File: config.mk
export PLATFORM = sky130hd
export DESIGN_NAME = sprite_mover
export DESIGN_NICKNAME = d
export VERILOG_FILES = /design/src/rtl/sprite_mover.sv
export SDC_FILE = /design/constraint.sdc
export NUM_CORES = 1
export LEC_CHECK = 0
export ABC_AREA = 1
export BUFFER_PORTS_ARGS = -buffer_cell sky130_fd_sc_hd__buf_2
export CAP_MARGIN = 10
export CORE_MARGIN = 2
export CORE_UTILIZATION = 50
export DETAILED_ROUTE_END_ITERATION = 8
export MAX_ROUTING_LAYER = met4
export PLACE_DENSITY = 0.79
export SETUP_SLACK_MARGIN = 0.5
export SLEW_MARGIN = 30
export SYNTH_ARGS = -nofsm -noshare
export SYNTH_HDL_FRONTEND = slang
export SYNTH_SLANG_ARGS = --single-unit
File: constraint.sdc
create_clock -name clk -period 6.3 [get_ports clk]
set_clock_uncertainty 0.15 [all_clocks]
set_input_delay 0.945 -clock clk [delete_from_list [all_inputs] [get_ports clk]]
set_output_delay 0.945 -clock clk [all_outputs]
set_load 0.005 [all_outputs]
File: src/rtl/sprite_mover.sv
`timescale 1ns / 1ps
// Sprite mover: walks an N x N sprite around the VGA framebuffer under key control,
// probing the background ROM for walls before each step and flagging a goal region.
module sprite_mover #(
  parameter int unsigned SCREEN_W              = 160,
  parameter int unsigned SCREEN_H              = 120,
  parameter int unsigned XW                    = 8,
  parameter int unsigned YW                    = 7,
  parameter int unsigned ADDR_W                = 15,
  parameter int unsigned COLOUR_W              = 6,
  parameter int unsigned SPRITE_SIZE           = 2,
  parameter int unsigned START_X               = 76,
  parameter int unsigned START_Y               = 29,
  parameter logic [COLOUR_W-1:0] SPRITE_COLOUR = 6'b110000,
  parameter logic [COLOUR_W-1:0] FREE_COLOUR   = 6'b000000,
  parameter int unsigned GOAL_X0               = 73,
  parameter int unsigned GOAL_X1               = 80,
  parameter int unsigned GOAL_Y0               = 114,
  parameter int unsigned GOAL_Y1               = 115
) (
  input  logic                clk,
  input  logic                resetn,
  input  logic                key_left,
  input  logic                key_right,
  input  logic                key_up,
  input  logic                key_down,
  input  logic                restart,
  output logic [ADDR_W-1:0]   bg_addr,
  input  logic [COLOUR_W-1:0] bg_colour,
  output logic [XW-1:0]       x,
  output logic [YW-1:0]       y,
  output logic [COLOUR_W-1:0] colour,
  output logic                plot,
  output logic                busy,
  output logic                goal_reached,
  output logic [XW-1:0]       pos_x,
  output logic [YW-1:0]       pos_y
);

  localparam int unsigned CW = 4;
  localparam logic [CW-1:0] LastIdx  = CW'(SPRITE_SIZE - 1);
  localparam logic [CW-1:0] CheckEnd = CW'(SPRITE_SIZE);
  localparam logic [XW-1:0] StartX   = XW'(START_X);
  localparam logic [YW-1:0] StartY   = YW'(START_Y);

  typedef enum logic [2:0] {
    StIdle, StBound, StCheck, StErase, StDraw, StGoalChk, StGoal, StRestart
  } state_e;

  typedef enum logic [1:0] {DirLeft, DirRight, DirUp, DirDown} dir_e;

  state_e              state_q;
  dir_e                dir_q;
  logic [3:0]          key_q;
  logic                restart_q;
  logic [XW-1:0]       pos_x_q, tgt_x_q, x_q;
  logic [YW-1:0]       pos_y_q, tgt_y_q, y_q;
  logic [CW-1:0]       col_q, row_q, cnt_q;
  logic                blocked_q, goal_q, plot_q;
  logic [COLOUR_W-1:0] colour_q;
  logic [ADDR_W-1:0]   bg_addr_q;

  logic [3:0]    keys, key_rise;
  logic          restart_rise;
  logic          last_px, reject, in_goal, bg_free;
  logic [CW-1:0] col_nx, row_nx, chk_idx;
  logic [XW-1:0] lead_x;
  logic [YW-1:0] lead_y;

  function automatic logic [ADDR_W-1:0] pix_addr(input logic [XW-1:0] px,
                                                 input logic [YW-1:0] py);
    return ADDR_W'(py) * ADDR_W'(SCREEN_W) + ADDR_W'(px);
  endfunction

  // Bit 3 is left so the if-chain below gives left > right > up > down.
  assign keys         = {key_left, key_right, key_up, key_down};
  assign key_rise     = keys & ~key_q;
  assign restart_rise = restart & ~restart_q;
  assign bg_free      = (bg_colour == FREE_COLOUR);

  assign last_px = (col_q == LastIdx) && (row_q == LastIdx);
  assign col_nx  = (col_q == LastIdx) ? '0 : col_q + CW'(1);
  assign row_nx  = (col_q == LastIdx) ? row_q + CW'(1) : row_q;

  // Index of the leading-edge pixel whose address is issued at the end of this cycle.
  assign chk_idx = (state_q == StBound) ? '0 : cnt_q + CW'(1);

  always_comb begin
    lead_x = pos_x_q + XW'(chk_idx);
    lead_y = pos_y_q + YW'(chk_idx);
    unique case (dir_q)
      DirLeft:  lead_x = pos_x_q - XW'(1);
      DirRight: lead_x = pos_x_q + XW'(SPRITE_SIZE);
      DirUp:    lead_y = pos_y_q - YW'(1);
      DirDown:  lead_y = pos_y_q + YW'(SPRITE_SIZE);
    endcase
  end

  always_comb begin
    reject = 1'b0;
    unique case (dir_q)
      DirLeft:  reject = (pos_x_q == '0);
      DirRight: reject = (32'(pos_x_q) + SPRITE_SIZE) > (SCREEN_W - 1);
      DirUp:    reject = (pos_y_q == '0);
      DirDown:  reject = (32'(pos_y_q) + SPRITE_SIZE) > (SCREEN_H - 1);
    endcase
  end

  assign in_goal = (32'(pos_x_q) >= GOAL_X0) && (32'(pos_x_q) <= GOAL_X1) &&
                   (32'(pos_y_q) >= GOAL_Y0) && (32'(pos_y_q) <= GOAL_Y1);

  always_ff @(posedge clk) begin
    // Edge history tracks the inputs every cycle, so edges outside IDLE are dropped.
    key_q     <= keys;
    restart_q <= restart;
    if (!resetn) begin
      state_q   <= StDraw;
      dir_q     <= DirLeft;
      pos_x_q   <= StartX;
      pos_y_q   <= StartY;
      tgt_x_q   <= StartX;
      tgt_y_q   <= StartY;
      col_q     <= '0;
      row_q     <= '0;
      cnt_q     <= '0;
      blocked_q <= 1'b0;
      goal_q    <= 1'b0;
      plot_q    <= 1'b0;
      x_q       <= '0;
      y_q       <= '0;
      colour_q  <= '0;
      bg_addr_q <= '0;
    end else begin
      unique case (state_q)
        StIdle, StGoal: begin
          if (restart_rise) begin
            state_q  <= StRestart;
            plot_q   <= 1'b1;
            x_q      <= pos_x_q;
            y_q      <= pos_y_q;
            colour_q <= FREE_COLOUR;
            col_q    <= '0;
            row_q    <= '0;
          end else if (state_q == StIdle && |key_rise) begin
            state_q <= StBound;
            tgt_x_q <= pos_x_q;
            tgt_y_q <= pos_y_q;
            if (key_rise[3]) begin
              dir_q   <= DirLeft;
              tgt_x_q <= pos_x_q - XW'(1);
            end else if (key_rise[2]) begin
              dir_q   <= DirRight;
              tgt_x_q <= pos_x_q + XW'(1);
            end else if (key_rise[1]) begin
              dir_q   <= DirUp;
              tgt_y_q <= pos_y_q - YW'(1);
            end else begin
              dir_q   <= DirDown;
              tgt_y_q <= pos_y_q + YW'(1);
            end
          end
        end

        StBound: begin
          if (reject) begin
            state_q <= StIdle;
          end else begin
            state_q   <= StCheck;
            cnt_q     <= '0;
            blocked_q <= 1'b0;
            bg_addr_q <= pix_addr(lead_x, lead_y);
          end
        end

        // Addresses go out on cycles 0..N-1; ROM data for pixel k is judged on cycle k+1.
        StCheck: begin
          cnt_q <= cnt_q + CW'(1);
          if (cnt_q < LastIdx) bg_addr_q <= pix_addr(lead_x, lead_y);
          if (cnt_q != '0 && !bg_free) blocked_q <= 1'b1;
          if (cnt_q == CheckEnd) begin
            if (blocked_q || !bg_free) begin
              state_q <= StIdle;
            end else begin
              state_q  <= StErase;
              plot_q   <= 1'b1;
              x_q      <= pos_x_q;
              y_q      <= pos_y_q;
              colour_q <= FREE_COLOUR;
              col_q    <= '0;
              row_q    <= '0;
            end
          end
        end

        StErase, StRestart: begin
          if (last_px) begin
            state_q  <= StDraw;
            colour_q <= SPRITE_COLOUR;
            col_q    <= '0;
            row_q    <= '0;
            if (state_q == StRestart) begin
              pos_x_q <= StartX;
              pos_y_q <= StartY;
              x_q     <= StartX;
              y_q     <= StartY;
              goal_q  <= 1'b0;
            end else begin
              pos_x_q <= tgt_x_q;
              pos_y_q <= tgt_y_q;
              x_q     <= tgt_x_q;
              y_q     <= tgt_y_q;
            end
          end else begin
            col_q <= col_nx;
            row_q <= row_nx;
            x_q   <= pos_x_q + XW'(col_nx);
            y_q   <= pos_y_q + YW'(row_nx);
          end
        end

        // After reset plot is low on entry, so the first cycle only loads pixel 0.
        StDraw: begin
          if (!plot_q) begin
            plot_q   <= 1'b1;
            x_q      <= pos_x_q;
            y_q      <= pos_y_q;
            colour_q <= SPRITE_COLOUR;
            col_q    <= '0;
            row_q    <= '0;
          end else if (last_px) begin
            plot_q  <= 1'b0;
            state_q <= StGoalChk;
          end else begin
            col_q <= col_nx;
            row_q <= row_nx;
            x_q   <= pos_x_q + XW'(col_nx);
            y_q   <= pos_y_q + YW'(row_nx);
          end
        end

        StGoalChk: begin
          if (in_goal) begin
            goal_q  <= 1'b1;
            state_q <= StGoal;
          end else begin
            state_q <= StIdle;
          end
        end
      endcase
    end
  end

  assign bg_addr      = bg_addr_q;
  assign x            = x_q;
  assign y            = y_q;
  assign colour       = colour_q;
  assign plot         = plot_q;
  assign busy         = !(state_q == StIdle || state_q == StGoal);
  assign goal_reached = goal_q;
  assign pos_x        = pos_x_q;
  assign pos_y        = pos_y_q;

endmodule

# After elaboration in Yosys (flattened, before gate mapping)
# Index checks and enable logic that the tools add are counted.
# totals
regBits	91
inputBits	13
output_inout_bits	54
elab_cells	182
# op_classes
n_addsub	16
n_mul	1
n_lt_le_gt_ge	7
n_eq_ne	27
muxes	75
bitwise	5
reduce_logical	33
# ops
op	count
8-bit 2-to-1 mux	9
7-bit 2-to-1 mux	10
4-bit 2-to-1 mux	13
4-bit one-hot mux with 4 select lines	2
8-bit one-hot mux with 4 select lines	1
15-bit 2-to-1 mux	2
6-bit 2-to-1 mux	5
15-bit one-hot mux with 2 select lines	1
7-bit one-hot mux with 4 select lines	1
2-bit != test (second input constant)	12
6-bit one-hot mux with 4 select lines	1
3-bit 2-to-1 mux	7
3-bit one-hot mux with 6 select lines	1
8-bit by 4-bit adder with 8-bit output	2
8-bit one-hot mux with 2 select lines	1
15-bit by 8-bit adder with 15-bit output	1
7-bit by 4-bit adder with 7-bit output	2
7-bit one-hot mux with 2 select lines	1
4-bit by 1-bit adder with 4-bit output (second input constant)	3
3-bit equality test (second input constant)	4
1-bit 2-to-1 mux	11
7-bit by 3-bit multiplier with 10-bit output (second input constant)	1
5-bit AND reduction	2
8-bit by 2-bit adder with 9-bit output (second input constant)	1
other kinds (47)	70

# Longest topological paths before layout
# logic_depth
word_depth	8
depth_mapped	34
mapped_depth_nobuf	32

# Least setup slack after synthesis
# Ideal clock, no wire load.
# synth_path
path_kind	register to register
startpoint	register cnt_q[0]
endpoint	register bg_addr_q[14], in the netlist bg_addr[14]
setup_ns	0.070
t_arrival_ns	3.522
t_required_ns	6.080
slack_ns	2.558
stages_incl_launch_ff	28
path_buffers	0
synth_period_minus_slack_ns	3.742
cell_sequence	dfxtp_1 > inv_1 > ha_1 > nand2_1 > nand2_1 > nand2_1 > inv_1 > ha_1 > inv_1 > nand2_1 > nand2_1 > nand3_1 > and2_1 > inv_1 > nor2_1 > o21ai_1 > nand3_1 > inv_1 > ha_1 > ha_1 > nand2_1 > nor2_1 > a211oi_1 > xor2_1 > nand3b_1 > nor3_1 > nand3_1 > a21oi_1
# synth_via
elab_chain_cells	8
word_cells_on_any_way	14
classes_between	add/sub (4); mul (1); order compare (1); eq/ne (1); mux (6); reduce/logical (1)
# synth_rtl
element	line_no	rtl
start, declared	58	logic [CW-1:0] col_q, row_q, cnt_q;
start signal, assigned	177	cnt_q <= cnt_q + CW'(1);
4-bit by 1-bit adder with 4-bit output	86	assign chk_idx = (state_q == StBound) ? '0 : cnt_q + CW'(1);
4-bit 2-to-1 mux	86	
7-bit by 4-bit adder with 7-bit output	90	lead_y = pos_y_q + YW'(chk_idx);
7-bit one-hot mux with 2 select lines	91	unique case (dir_q)
7-bit by 3-bit multiplier with 10-bit output	72	return ADDR_W'(py) * ADDR_W'(SCREEN_W) + ADDR_W'(px);
15-bit by 8-bit adder with 15-bit output	72	
15-bit 2-to-1 mux, on equally long branches	178, 165	
15-bit one-hot mux with 2 select lines	134	unique case (state_q)
end signal, assigned	171	bg_addr_q <= pix_addr(lead_x, lead_y);
end signal, assigned	178	if (cnt_q < LastIdx) bg_addr_q <= pix_addr(lead_x, lead_y);
end, declared	61	logic [ADDR_W-1:0] bg_addr_q;
# Parallel ways exist; a longest one is shown, timed or not. The select of a mux whose other input is x is not followed.
# A chain may end at the register's enable or synchronous reset.

# Worst setup path in the final report
# layout_path
startpoint	register state_q[2]
endpoint	register bg_addr_q[14], in the netlist bg_addr[14]
# layout_via
elab_chain_cells	8
word_cells_on_any_way	16
classes_between	add/sub (3); mul (1); eq/ne (4); mux (6); reduce/logical (2)
# layout_rtl
element	line_no	rtl
start, declared	52	state_e state_q;
start signal, assigned	117	state_q <= StDraw;
start signal, assigned	137	state_q <= StRestart;
start signal, assigned	145	state_q <= StBound;
3-bit by 1-bit equality test with 1-bit output	86, 134	
4-bit 2-to-1 mux	86	
7-bit by 4-bit adder with 7-bit output	90	
7-bit one-hot mux with 2 select lines	91	
7-bit by 3-bit multiplier with 10-bit output	72	
15-bit by 8-bit adder with 15-bit output	72	
15-bit 2-to-1 mux, on equally long branches	178, 165	
15-bit one-hot mux with 2 select lines	134	
# Parallel ways exist; a longest one is shown, timed or not. The select of a mux whose other input is x is not followed.

==> results.md <==
* Critical Path End Type: flop
* Count of routing violations after the opening detailed-route iteration at 609
* Finish-stage setup viols at 0
* FF-to-FF Start: state_q[2]
* Critical path data arrival time at 4.43 ns
* Worst setup path startpoint: state_q[2]
* Register-to-register setup slack at 2.00 ns
* Net total in the final layout at 1026
* Run status: complete, no violations
* Via count of the first global-routing pass at 5807
* Clock H-tree levels at 3
* Power density cells at 238 nW/µm²
* Headroom to the max-slew limit at 47.1%
* Number of sinks on the clock net at 86
* Setup repair after global routing missed its margin: no
* Final min period at 4.30 ns
* Kind of path behind the tightest hold check: reg -> reg
* Data required, critical path at 6.43 ns
* Worst hold slack at 0.323 ns
* Final wirelength at 17.0 mm
* Worst-path maximum fanout at 11
* Clock transition at the register clock pins on the worst setup and hold paths after CTS at 0.07 ns
* Max-slew violation count at 0
* Post-CTS Hold Buffers at 0
* End point of the critical path: bg_addr[14]
* Max VDD drop at 161 µV
* Synth cell count leaders: sky130_fd_sc_hd__nand2_1 (182), sky130_fd_sc_hd__inv_1 (108), sky130_fd_sc_hd__dfxtp_1 (86)
* Overall fraction of global-route tracks in use at 26.8%
* Proportion of netlist area held by the largest area contributor at 27.3%
* Non-Filler Cell Area, Final at 6990 µm²
* Initial antenna violation count at 0
* Floorplan die width at 116 µm
* Worst reg2reg path endpoint: bg_addr[14]
* IO buf count at 62
* Diodes inserted at 0
* Number of instances in the synthesized netlist at 920
* Residual DRC at 0
* Largest net degree at the start of global routing at 38
* Number of storage elements in the synthesis netlist at 86
* Cells on worst reg2reg path at 26
* Largest cells by area after synthesis: sky130_fd_sc_hd__dfxtp_1 (27%), sky130_fd_sc_hd__nand2_1 (11%), sky130_fd_sc_hd__ha_1 (9.1%), sky130_fd_sc_hd__a21oi_1 (6.7%), sky130_fd_sc_hd__inv_1 (6.4%)
* Iteration count of the initial detailed-routing pass at 5
* Wire length of the first global-routing pass at 27.9 mm
* Via count at 6312
* Grt total ovfl at 0
* Rows at 41
* Routed length per placed instance at 14.9 µm
* Reported leakage power at 3.23 nW
* Ratio of routed vias to standard cells at 5.54
* Post-layout utilization of the core at 56.0%
* Mean cell area of the mapped netlist at 6.86 µm²
* Die height at 116 µm
* Fraction of registers with async set or reset after synthesis at 0%
* Core area at 12500 µm²
* Post-synthesis cell area at 6310 µm²
* Worst Slack Setup Final at 2.00 ns
* Floorplan die area at 13500 µm²
* Routability-driven placement congestion ratio at 0.979
* Effective utilization at floorplan at 50.6%
* CTS Buf Count at 9
* Clock latency on the worst-skew pair at 0.35 ns
* Yosys warnings at 0
* Number of different library cells in the post-synthesis netlist at 55
* Final Hold Violating Endpoints at 0
* Worst-Margin Slew at 0.792 ns
* Detail Placement HPWL at 12.4 mm
* Clock tree from TritonCTS: yes
* Number of enable flip-flop cells after synthesis at 0
* Max Freq at 0.233 GHz
* Placement-stage worst setup slack at 2.09 ns
* Path type of the worst setup path: reg -> reg
* Sequential element share of the synthesized area at 27.3%
* Area growth from synthesis to final layout at 10.7%
* Root cell of the clock tree: sky130_fd_sc_hd__clkbuf_16
* Number of top-level pins at 67
* Setup Buffers After CTS at 0
* Number of instances resized during post-cts repair at 0
* Startpoint Class: flop
* # fillers at 1162
* Leading area contributor after synthesis: sky130_fd_sc_hd__dfxtp_1
* Number of nets still failing antenna checks after routing at 0
* Dominant register cell in the synthesized netlist: sky130_fd_sc_hd__dfxtp_1
* TNS Setup at 0 ns
* Final period utilization at 68.2%
* Share of layout cells above drive strength 1 at 12.8%
* Cell area after placement at 6650 µm²
* Count of max-cap constraint violations at 0
* Worst hold start: tgt_y_q[0]
* Maximum clock path buffer count at 2
* Leading cell type by number of instances after synthesis: sky130_fd_sc_hd__nand2_1
[power breakdown]
part           total (mW)  leakage, nW  internal [mW]  switching (mW)
clock network       0.596        0.163          0.353           0.243
registers           0.639        0.699          0.602          0.0373
logic               0.429         2.37          0.153           0.276
[state kept, by name, summed over array words and instances (netlist names), 2 cells and up]
name,cells
y,7
x,8
key_q,4
cnt_q,4
tgt_y_q,7
row_q,4
pos_x,8
col_q,4
state_q,3
tgt_x_q,8
bg_addr,15
dir_q,2
pos_y,7
[worst min path at each step]
stage,endpoint,cells after the start
after floorplan,tgt_y_q[0],2
after global placement,tgt_y_q[0],2
after detailed placement,tgt_y_q[0],2
after CTS,tgt_y_q[0],2
after global routing,row_q[3],2
final,tgt_y_q[0],2
[cells by family after synthesis]
family,count (synthesis),share of synthesized area [%]
and+or+nand+nor,366,25.9
other,1,0.0594
AOI/OAI and AO/OA,226,20.7
xor gates and xnor gates,36,5.00
adders and majority gates,50,10.4
DFF,86,27.3
buffers and inverters,155,10.6
[critical path: stages (launching register included)]
cell and delay (ns):
sky130_fd_sc_hd__dfxtp_1 0.45, sky130_fd_sc_hd__inv_4 0.16, sky130_fd_sc_hd__nand3_2 0.26, sky130_fd_sc_hd__nand2_1 0.15, sky130_fd_sc_hd__inv_1 0.07, sky130_fd_sc_hd__ha_1 0.20, sky130_fd_sc_hd__ha_1 0.18, sky130_fd_sc_hd__inv_1 0.06
sky130_fd_sc_hd__nand2_1 0.06, sky130_fd_sc_hd__nand2_1 0.09, sky130_fd_sc_hd__nand3_1 0.09, sky130_fd_sc_hd__and2_1 0.17, sky130_fd_sc_hd__inv_1 0.05, sky130_fd_sc_hd__nor2_1 0.03, sky130_fd_sc_hd__o21ai_1 0.12, sky130_fd_sc_hd__nand3_1 0.09
sky130_fd_sc_hd__inv_1 0.09, sky130_fd_sc_hd__ha_1 0.24, sky130_fd_sc_hd__ha_1 0.29, sky130_fd_sc_hd__nand2_1 0.06, sky130_fd_sc_hd__nor2_1 0.04, sky130_fd_sc_hd__a211oi_1 0.29, sky130_fd_sc_hd__xor2_1 0.18, sky130_fd_sc_hd__nand3b_1 0.23
sky130_fd_sc_hd__nor3_1 0.18, sky130_fd_sc_hd__nand3_1 0.11, sky130_fd_sc_hd__a21oi_1 0.14
[stage by stage]
stage,power [mW],cells
floorplan,0.959,923
global placement,1.07,1124
detailed placement,1.08,1124
CTS,1.67,1140
global route,1.76,1140
finish,1.66,1140
[cells in the final DEF, fill, tap and decap left out, types with 3 or more instances in the layout]
cell type,instances
sky130_fd_sc_hd__buf_4,3
sky130_fd_sc_hd__nor2_4,3
sky130_fd_sc_hd__o21ai_0,78
sky130_fd_sc_hd__conb_1,4
sky130_fd_sc_hd__nor3_1,8
sky130_fd_sc_hd__xor2_1,27
sky130_fd_sc_hd__nand3_2,4
sky130_fd_sc_hd__dfxtp_1,86
sky130_fd_sc_hd__nand3_1,60
sky130_fd_sc_hd__o221ai_1,3
sky130_fd_sc_hd__nand2_2,7
sky130_fd_sc_hd__a211oi_1,5
sky130_fd_sc_hd__inv_1,108
sky130_fd_sc_hd__ha_1,46
sky130_fd_sc_hd__inv_2,6
sky130_fd_sc_hd__a221oi_1,3
sky130_fd_sc_hd__or2_2,4
sky130_fd_sc_hd__o21ai_1,10
sky130_fd_sc_hd__nand4_1,7
sky130_fd_sc_hd__clkbuf_16,9
sky130_fd_sc_hd__o211ai_1,15
sky130_fd_sc_hd__buf_2,62
sky130_fd_sc_hd__fa_1,4
sky130_fd_sc_hd__nor2_1,76
sky130_fd_sc_hd__a21oi_1,84
sky130_fd_sc_hd__a211oi_2,5
sky130_fd_sc_hd__nand3b_1,3
sky130_fd_sc_hd__o22ai_1,6
sky130_fd_sc_hd__xnor2_1,9
sky130_fd_sc_hd__nand2_1,182
sky130_fd_sc_hd__a41oi_1,5
[area by class of cell]
class,instances,area (µm²),share of cell area (%)
clock buffer,9,225,3.22
inverter,119,453,6.48
sequential,86,1720,24.6
timing repair buffer,65,333,4.76
clock inverter,7,108,1.54
tap,172,215,3.08
multi-input combinational,682,3930,56.3
[layer usage]
layer | routed length (µm) | share of wire (%) | up-vias | global-route usage [%]
li1 | - | - | 3148 | -
met1 | 7580 | 45 | 2859 | 34.7
met2 | 7760 | 46 | 261 | 42.0
met3 | 1150 | 6.7 | 44 | 3.32
met4 | 517 | 3.0 | 0 | 12.3
met5 | 0 | 0 | - | -
(Power assumes the default switching activity.)
